**src/rtl/multichannel_delta_rle_encoder_if.sv**
```systemverilog
// rtl/multichannel_delta_rle_encoder_if.sv - sample-in / packet-out / flush handshake bundle
interface multichannel_delta_rle_encoder_if #(
  parameter int DATA_WIDTH = 16,
  parameter int NUM_CH     = 4
);
  localparam int CH_W = (NUM_CH > 1) ? $clog2(NUM_CH) : 1;

  logic [DATA_WIDTH-1:0] data_in;
  logic [CH_W-1:0]       ch_in;
  logic                  spike_in;
  logic                  valid_in;
  logic                  ready_out;
  logic                  flush_in;
  logic                  flush_done;
  logic [DATA_WIDTH-1:0] pkt_data;
  logic [1:0]            pkt_type;
  logic [CH_W-1:0]       pkt_ch;
  logic                  valid_out;
  logic                  ready_in;

  modport slave (
    input  data_in, ch_in, spike_in, valid_in, flush_in, ready_in,
    output ready_out, flush_done, pkt_data, pkt_type, pkt_ch, valid_out
  );

  modport master (
    output data_in, ch_in, spike_in, valid_in, flush_in, ready_in,
    input  ready_out, flush_done, pkt_data, pkt_type, pkt_ch, valid_out
  );
endinterface

```
**src/rtl/multichannel_delta_rle_encoder.sv**
```systemverilog
// rtl/multichannel_delta_rle_encoder.sv - per-channel delta + zero-run encoder with single output slot
// Optional statistics counters built when DELTA_RLE_STATS_EN is defined.
module multichannel_delta_rle_encoder #(
  parameter int DATA_WIDTH  = 16,
  parameter int NUM_CH      = 4,
  parameter int DELTA_WIDTH = 8,
  parameter int MAX_RUN     = 255
) (
  input  logic                                  clk,
  input  logic                                  rst_n,
  multichannel_delta_rle_encoder_if.slave       bus,
  output logic [31:0]                           stat_samples,
  output logic [31:0]                           stat_packets,
  output logic [31:0]                           stat_spikes
);
  localparam int CH_W  = (NUM_CH > 1) ? $clog2(NUM_CH) : 1;
  localparam int RUN_W = $clog2(MAX_RUN + 1);
  localparam logic [RUN_W-1:0] MAX_RUN_V = RUN_W'(MAX_RUN);
  localparam logic [CH_W:0]    NUM_CH_V  = (CH_W + 1)'(NUM_CH);

  localparam logic [1:0] T_DELTA = 2'b00;
  localparam logic [1:0] T_RUN   = 2'b01;
  localparam logic [1:0] T_SPIKE = 2'b10;
  localparam logic [1:0] T_LIT   = 2'b11;

  typedef enum logic [1:0] {S_IDLE, S_SECOND, S_FLUSH} state_e;

  state_e                state_q, state_d;
  logic [CH_W:0]         scan_q, scan_d;
  logic [DATA_WIDTH-1:0] prev_q [NUM_CH];
  logic [RUN_W-1:0]      run_q  [NUM_CH];
  logic [NUM_CH-1:0]     first_q;

  logic                  slot_vld_q;
  logic [DATA_WIDTH-1:0] slot_data_q;
  logic [1:0]            slot_type_q;
  logic [CH_W-1:0]       slot_ch_q;
  logic [DATA_WIDTH-1:0] hold_data_q;
  logic [1:0]            hold_type_q;
  logic [CH_W-1:0]       hold_ch_q;
  logic                  flush_done_q, flush_done_d;

  logic                  slot_free, rdy, accept, ch_ok, fits;
  logic [CH_W-1:0]       idx;
  logic [DATA_WIDTH-1:0] cur_prev;
  logic [RUN_W-1:0]      cur_run, run_inc;
  logic                  cur_first;
  logic [DATA_WIDTH:0]   delta;
  logic [DATA_WIDTH-DELTA_WIDTH+1:0] delta_hi;

  logic                  load, hold_we, prev_we, run_we, first_clr, emit;
  logic [DATA_WIDTH-1:0] ld_data, hd_data, em_data;
  logic [1:0]            ld_type, hd_type, em_type;
  logic [CH_W-1:0]       ld_ch;
  logic [RUN_W-1:0]      run_wd;

  assign slot_free = ~slot_vld_q | bus.ready_in;
  assign rdy       = (state_q == S_IDLE) & ~bus.flush_in & slot_free;
  assign accept    = bus.valid_in & rdy;
  assign ch_ok     = ({1'b0, bus.ch_in} < NUM_CH_V);

  // The single state port is shared by sample updates and the flush scan.
  assign idx       = (state_q == S_FLUSH) ? scan_q[CH_W-1:0] : bus.ch_in;
  assign cur_prev  = prev_q[idx];
  assign cur_run   = run_q[idx];
  assign cur_first = first_q[idx];
  assign run_inc   = cur_run + 1'b1;

  // Delta fits when every bit above the signed DELTA_WIDTH field matches the sign.
  assign delta     = {bus.data_in[DATA_WIDTH-1], bus.data_in} - {cur_prev[DATA_WIDTH-1], cur_prev};
  assign delta_hi  = delta[DATA_WIDTH:DELTA_WIDTH-1];
  assign fits      = (&delta_hi) | ~(|delta_hi);

  always_comb begin
    state_d      = state_q;
    scan_d       = scan_q;
    flush_done_d = 1'b0;
    load         = 1'b0;
    ld_data      = '0;
    ld_type      = T_DELTA;
    ld_ch        = idx;
    hold_we      = 1'b0;
    hd_data      = '0;
    hd_type      = T_DELTA;
    prev_we      = 1'b0;
    run_we       = 1'b0;
    run_wd       = '0;
    first_clr    = 1'b0;
    emit         = 1'b0;
    em_data      = '0;
    em_type      = T_DELTA;
    case (state_q)
      S_IDLE: begin
        if (bus.flush_in) begin
          state_d = S_FLUSH;
          scan_d  = '0;
        end else if (accept && ch_ok) begin
          prev_we = 1'b1;
          if (bus.spike_in) begin
            emit    = 1'b1;
            em_type = T_SPIKE;
            em_data = bus.data_in;
          end else if (cur_first) begin
            emit      = 1'b1;
            em_type   = T_LIT;
            em_data   = bus.data_in;
            first_clr = 1'b1;
          end else if (delta == '0) begin
            run_we = 1'b1;
            if (run_inc == MAX_RUN_V) begin
              load    = 1'b1;
              ld_type = T_RUN;
              ld_data = DATA_WIDTH'(MAX_RUN_V);
              run_wd  = '0;
            end else begin
              run_wd = run_inc;
            end
          end else if (fits) begin
            emit    = 1'b1;
            em_type = T_DELTA;
            em_data = delta[DATA_WIDTH-1:0];
          end else begin
            emit    = 1'b1;
            em_type = T_LIT;
            em_data = bus.data_in;
          end
          // A pending run goes out ahead of the data packet, which is parked.
          if (emit) begin
            load = 1'b1;
            if (cur_run != '0) begin
              ld_type = T_RUN;
              ld_data = DATA_WIDTH'(cur_run);
              run_we  = 1'b1;
              run_wd  = '0;
              hold_we = 1'b1;
              hd_data = em_data;
              hd_type = em_type;
              state_d = S_SECOND;
            end else begin
              ld_type = em_type;
              ld_data = em_data;
            end
          end
        end
      end
      S_SECOND: begin
        if (slot_free) begin
          load    = 1'b1;
          ld_type = hold_type_q;
          ld_data = hold_data_q;
          ld_ch   = hold_ch_q;
          state_d = S_IDLE;
        end
      end
      S_FLUSH: begin
        if (scan_q < NUM_CH_V) begin
          if (cur_run == '0) begin
            scan_d = scan_q + 1'b1;
          end else if (slot_free) begin
            load    = 1'b1;
            ld_type = T_RUN;
            ld_data = DATA_WIDTH'(cur_run);
            run_we  = 1'b1;
            run_wd  = '0;
            scan_d  = scan_q + 1'b1;
          end
        end else if (slot_free) begin
          flush_done_d = 1'b1;
          state_d      = S_IDLE;
        end
      end
      default: state_d = S_IDLE;
    endcase
  end

  always_ff @(posedge clk or negedge rst_n) begin
    if (!rst_n) begin
      state_q      <= S_IDLE;
      scan_q       <= '0;
      slot_vld_q   <= 1'b0;
      slot_data_q  <= '0;
      slot_type_q  <= T_DELTA;
      slot_ch_q    <= '0;
      hold_data_q  <= '0;
      hold_type_q  <= T_DELTA;
      hold_ch_q    <= '0;
      flush_done_q <= 1'b0;
      first_q      <= '1;
      for (int i = 0; i < NUM_CH; i++) begin
        prev_q[i] <= '0;
        run_q[i]  <= '0;
      end
    end else begin
      state_q      <= state_d;
      scan_q       <= scan_d;
      flush_done_q <= flush_done_d;
      if (load) begin
        slot_vld_q  <= 1'b1;
        slot_data_q <= ld_data;
        slot_type_q <= ld_type;
        slot_ch_q   <= ld_ch;
      end else if (bus.ready_in) begin
        slot_vld_q <= 1'b0;
      end
      if (hold_we) begin
        hold_data_q <= hd_data;
        hold_type_q <= hd_type;
        hold_ch_q   <= bus.ch_in;
      end
      if (prev_we)   prev_q[idx]  <= bus.data_in;
      if (run_we)    run_q[idx]   <= run_wd;
      if (first_clr) first_q[idx] <= 1'b0;
    end
  end

  assign bus.ready_out  = rdy;
  assign bus.valid_out  = slot_vld_q;
  assign bus.pkt_data   = slot_data_q;
  assign bus.pkt_type   = slot_type_q;
  assign bus.pkt_ch     = slot_ch_q;
  assign bus.flush_done = flush_done_q;

`ifdef DELTA_RLE_STATS_EN
  logic [31:0] samples_q, packets_q, spikes_q;

  always_ff @(posedge clk or negedge rst_n) begin
    if (!rst_n) begin
      samples_q <= '0;
      packets_q <= '0;
      spikes_q  <= '0;
    end else begin
      samples_q <= samples_q + 32'(accept);
      packets_q <= packets_q + 32'(slot_vld_q & bus.ready_in);
      spikes_q  <= spikes_q + 32'(accept & bus.spike_in);
    end
  end

  assign stat_samples = samples_q;
  assign stat_packets = packets_q;
  assign stat_spikes  = spikes_q;
`else
  assign stat_samples = 32'd0;
  assign stat_packets = 32'd0;
  assign stat_spikes  = 32'd0;
`endif
endmodule

```
**src/flat_wrapper.sv**
```systemverilog
// flat-port wrapper written by rule: the top's interface ports become plain ports
module multichannel_delta_rle_encoder_flat 
#(
  parameter int DATA_WIDTH  = 16,
  parameter int NUM_CH      = 4,
  parameter int DELTA_WIDTH = 8,
  parameter int MAX_RUN     = 255
)
  (clk, rst_n, stat_samples, stat_packets, stat_spikes, bus_data_in, bus_ch_in, bus_spike_in, bus_valid_in, bus_flush_in, bus_ready_in, bus_ready_out, bus_flush_done, bus_pkt_data, bus_pkt_type, bus_pkt_ch, bus_valid_out);
  multichannel_delta_rle_encoder_if #(.DATA_WIDTH(DATA_WIDTH), .NUM_CH(NUM_CH)) bus_i ();
  input  logic clk;
  input  logic rst_n;
  output logic [31:0] stat_samples;
  output logic [31:0] stat_packets;
  output logic [31:0] stat_spikes;
  input wire logic [$bits(bus_i.data_in)-1:0] bus_data_in;
  input wire logic [$bits(bus_i.ch_in)-1:0] bus_ch_in;
  input wire logic [$bits(bus_i.spike_in)-1:0] bus_spike_in;
  input wire logic [$bits(bus_i.valid_in)-1:0] bus_valid_in;
  input wire logic [$bits(bus_i.flush_in)-1:0] bus_flush_in;
  input wire logic [$bits(bus_i.ready_in)-1:0] bus_ready_in;
  output wire logic [$bits(bus_i.ready_out)-1:0] bus_ready_out;
  output wire logic [$bits(bus_i.flush_done)-1:0] bus_flush_done;
  output wire logic [$bits(bus_i.pkt_data)-1:0] bus_pkt_data;
  output wire logic [$bits(bus_i.pkt_type)-1:0] bus_pkt_type;
  output wire logic [$bits(bus_i.pkt_ch)-1:0] bus_pkt_ch;
  output wire logic [$bits(bus_i.valid_out)-1:0] bus_valid_out;
  assign bus_i.data_in = bus_data_in;
  assign bus_i.ch_in = bus_ch_in;
  assign bus_i.spike_in = bus_spike_in;
  assign bus_i.valid_in = bus_valid_in;
  assign bus_i.flush_in = bus_flush_in;
  assign bus_i.ready_in = bus_ready_in;
  assign bus_ready_out = bus_i.ready_out;
  assign bus_flush_done = bus_i.flush_done;
  assign bus_pkt_data = bus_i.pkt_data;
  assign bus_pkt_type = bus_i.pkt_type;
  assign bus_pkt_ch = bus_i.pkt_ch;
  assign bus_valid_out = bus_i.valid_out;
  multichannel_delta_rle_encoder #(.DATA_WIDTH(DATA_WIDTH), .NUM_CH(NUM_CH), .DELTA_WIDTH(DELTA_WIDTH), .MAX_RUN(MAX_RUN)) u_core (.clk(clk), .rst_n(rst_n), .bus(bus_i), .stat_samples(stat_samples), .stat_packets(stat_packets), .stat_spikes(stat_spikes));
endmodule
```
**config.mk**
```make
export PLATFORM = sky130hd
export DESIGN_NAME = multichannel_delta_rle_encoder_flat
export DESIGN_NICKNAME = d
export VERILOG_FILES = /design/src/rtl/multichannel_delta_rle_encoder_if.sv /design/src/rtl/multichannel_delta_rle_encoder.sv /design/src/flat_wrapper.sv
export SDC_FILE = /design/constraint.sdc
export NUM_CORES = 1
export LEC_CHECK = 0
export ABC_AREA = 1
export CAP_MARGIN = 10
export CELL_PAD_IN_SITES_DETAIL_PLACEMENT = 1
export CELL_PAD_IN_SITES_GLOBAL_PLACEMENT = 1
export CORE_ASPECT_RATIO = 1.2
export CORE_UTILIZATION = 42
export DETAILED_ROUTE_END_ITERATION = 12
export PLACE_DENSITY = 0.95
export SLEW_MARGIN = 5
export SYNTH_ARGS = -nofsm -noshare
export SYNTH_HDL_FRONTEND = slang
export SYNTH_SLANG_ARGS = --single-unit
```
**constraint.sdc**
```tcl
create_clock -name clk -period 6.9 [get_ports clk]
set_input_delay 1.38 -clock clk [delete_from_list [all_inputs] [get_ports clk]]
set_output_delay 1.38 -clock clk [all_outputs]
set_load 0.02 [all_outputs]
```
==> results.sh <==
export IMPL_ctsResizeCount=0
export IMPL_detail_route_first_pass_iterations=5
export IMPL_syn_inst=1333
export IMPL_ff2ff_setup_slack_ns=0.99
export IMPL_vias=8903
export IMPL_gp_congestion=0.9058
export IMPL_worstHoldPathType="flip-flop to flip-flop"
export IMPL_ys_async_sr_fraction_pct=100.0
export IMPL_worstMarginPinSlew_ns=1.159
export IMPL_drt_wirelength_per_cell_um=17.39
export IMPL_overflow=0
export IMPL_worst_setup_path_end_kind="flip-flop"
export IMPL_cts_setup_buffers=0
export IMPL_dp_cells=1629
export IMPL_hold_end="u_core.run_q[26]$_DFFE_PN0P_"
export IMPL_cp_num_buf_inv=6
export IMPL_final_util_pct=46.87
export IMPL_fin_skew_ns=0.01274
export IMPL_power_density_mw_per_mm2=464.9
export IMPL_holdBufCountCts=0
export IMPL_crit_arrival_ns=6.64
export IMPL_maxSlewViolCount=0
export IMPL_ios=143
export IMPL_row_count=60
export IMPL_timing_final_crit_share_pct=90.97
export IMPL_yosysTopAreaCellShare_pct=37.35
export IMPL_synth_top_cell_by_area="dfrtp_1"
export IMPL_r2r_start="u_core.state_q[0]$_DFFE_PN0P_"
export IMPL_netlist_area_mm2=0.009582
export IMPL_dpl_cell_area_mm2=0.009897
export IMPL_htreeDepth=4
export IMPL_slew_headroom_pct=22.52
export IMPL_r2r_cells=28
export IMPL_first_global_vias=9327
export IMPL_rsz0062_at_grt="false"
export IMPL_insertion_delay_ns=0.45
export IMPL_initialDrtViolationCount=464
export IMPL_synth_seq_cells=147
export IMPL_start_kind="input port"
export IMPL_grt_first_pass_wirelength_mm=47.24
export IMPL_whs_path_depth=2
export IMPL_slowest_stage="clkinv_1"
export IMPL_core_area_mm2=0.02237
export IMPL_cap_violations=0
export IMPL_outcome="finished clean"
export IMPL_critical_path_max_fanout=24
export IMPL_min_from="u_core.run_q[26]$_DFFE_PN0P_"
export IMPL_setup_viol=0
export IMPL_syn_area_per_cell_um2=7.188
export IMPL_required_ns=7.26
export IMPL_yosysWarnings=0
export IMPL_diodes=0
export IMPL_ys_types=48
export IMPL_port_buffers=46
export IMPL_holdWs_ns=0.4773
export IMPL_cts_path_max_buffers=2
export IMPL_syn2layout_area_growth_pct=9.429
export IMPL_final_hold_viol_count=0
export IMPL_drive_above_1_share_pct=8.900
export IMPL_antenna_found_initial=0
export IMPL_cts_tree="yes"
export IMPL_cp_top_family="simple AND/OR/NAND/NOR gates"
export IMPL_start_util_pct=42.83
export IMPL_dp_hpwl_mm=20.81
export IMPL_peakVddDrop_uv=160.7
export IMPL_synthTopCellsByArea="dfrtp_1 37%, nand2_1 18%, buf_4 7.5%, inv_1 5.1%, o21ai_0 4.4%"
export IMPL_max_stage_delay_ns=0.62
export IMPL_setup_tns_ns=0
export IMPL_drtAntennaViolNets=0
export IMPL_cts_buffers=17
export IMPL_final_nets=1418
export IMPL_synth_edf_count=0
export IMPL_yosysSeqAreaShare_pct=38.44
export IMPL_fmax_mhz=159.3
export IMPL_cts_root_buffer="clkbuf_16"
export IMPL_clock_sinks=147
export IMPL_synthFlopType="dfrtp_1"
export IMPL_drc=0
export IMPL_die_w_um=139.9
export IMPL_p_leak_nw=5.432
export IMPL_fp_dieArea_mm2=0.02342
export IMPL_stdcell_count=1661
export IMPL_final_area_mm2=0.01049
export IMPL_path_clk_slew_ns=0.07
export IMPL_mostFrequentLayoutCells="457 x nand2_1, 143 x dfrtp_1, 130 x inv_1"
export IMPL_routed_wl_mm=28.89
export IMPL_layout_commonest_cell="nand2_1"
export IMPL_setup_worst_path_class="input port to flip-flop"
export IMPL_crit_path_frequent_cell="nand2_1"
export IMPL_grt_use_total_pct=25.55
export IMPL_grt_max_degree=89
export IMPL_die_h_um=167.5
export IMPL_worstReg2RegEnd="u_core.bus.pkt_data[9]$_DFFE_PN0P_"
export IMPL_vias_per_cell=5.360
export IMPL_fin_crit_ns=6.277
[synthesized netlist by cell type (7+ instances only)]
cell type    n
a21oi_1     45
buf_2        7
buf_4       96
clkbuf_1    21
dfrtp_1    143
ha_1        24
inv_1      130
inv_2       12
nand2_1    457
nand2_2     19
nand2_4      9
nand3_1     75
nand4_1      9
nor2_1      90
nor2_2      16
o21ai_0     85
o21ai_1     15
o221ai_1    15
[final cells by class]
| type | count | area [um^2] |
|---|---|---|
| fillers | 2876 | 11890 |
| multi-input cells | 1005 | 4803 |
| flip-flops and latches | 147 | 3684 |
| inverters | 145 | 546.8 |
| repair buffers | 53 | 514.2 |
| clock buffers | 19 | 452.9 |
| well taps | 279 | 349.1 |
| clock inverters | 13 | 135.1 |
[cells by family (layout without fill, tap and decap cells)]
kind of cell    count (synthesis)  after routing  synth area share (%)
compound gates                190            190                 11.57
xor+xnor                        2              2                0.1828
fa+ha+maj                      25             25                 3.343
buf+inv                       276            230                 15.20
flops                         147            147                 38.44
other cells                     1             96               0.03914
simple gates                  692            692                 31.22
[sequential cells by signal, summed over array words and instances (netlist names), 3 cells and up]
signal               count
u_core.prev_q           64
u_core.run_q            32
u_core.bus.pkt_data     16
u_core.hold_data_q      16
u_core.first_q           4
u_core.scan_q            3
[where the power goes]
| part | internal [W] | switching (W) |
|---|---|---|
| sequential | 0.00119 | 0.000169 |
| combinational | 0.000812 | 0.00176 |
| clock | 0.000526 | 0.000421 |
| total | 0.00253 | 0.00235 |
[worst max path at each step]
stage | depth (start not counted) | from | slack (ns) | end
floorplan | 28 | bus_ch_in[0] | 2.28 | u_core.run_q[15]$_DFFE_PN0P_
CTS | 27 | bus_ch_in[0] | 0.74 | u_core.bus.pkt_data[9]$_DFFE_PN0P_
finish | 27 | bus_ch_in[0] | 0.62 | u_core.bus.pkt_data[9]$_DFFE_PN0P_
global route | 27 | bus_ch_in[0] | 0.20 | u_core.bus.pkt_data[9]$_DFFE_PN0P_
detailed placement | 26 | bus_ch_in[0] | 0.38 | u_core.bus.pkt_data[12]$_DFFE_PN0P_
global placement | 26 | bus_ch_in[0] | 0.65 | u_core.bus.pkt_data[11]$_DFFE_PN0P_
[metal layers]
layer / global-route usage, % / vias up / share of wire, %
met5: 0 / - / 0
met4: 13.28 / 0 / 3.8
met3: 3.174 / 88 / 3.7
met2: 46.07 / 286 / 52
met1: 29.50 / 4434 / 41
li1: - / 4095 / -
[through the flow]
stage,power (W),setup slack (ns)
after global routing,0.005255,0.1959
after detailed placement,0.003868,0.3828
after floorplan,0.003205,2.278
after CTS,0.004856,0.7353
final,0.004875,0.6230
after global placement,0.003718,0.6492
[tightest hold or removal path: stages (launching register included)]
cell,delay (ns)
dfrtp_1,0.34
nand2_1,0.06
nand2_1,0.05
(Power assumes the default switching activity.)
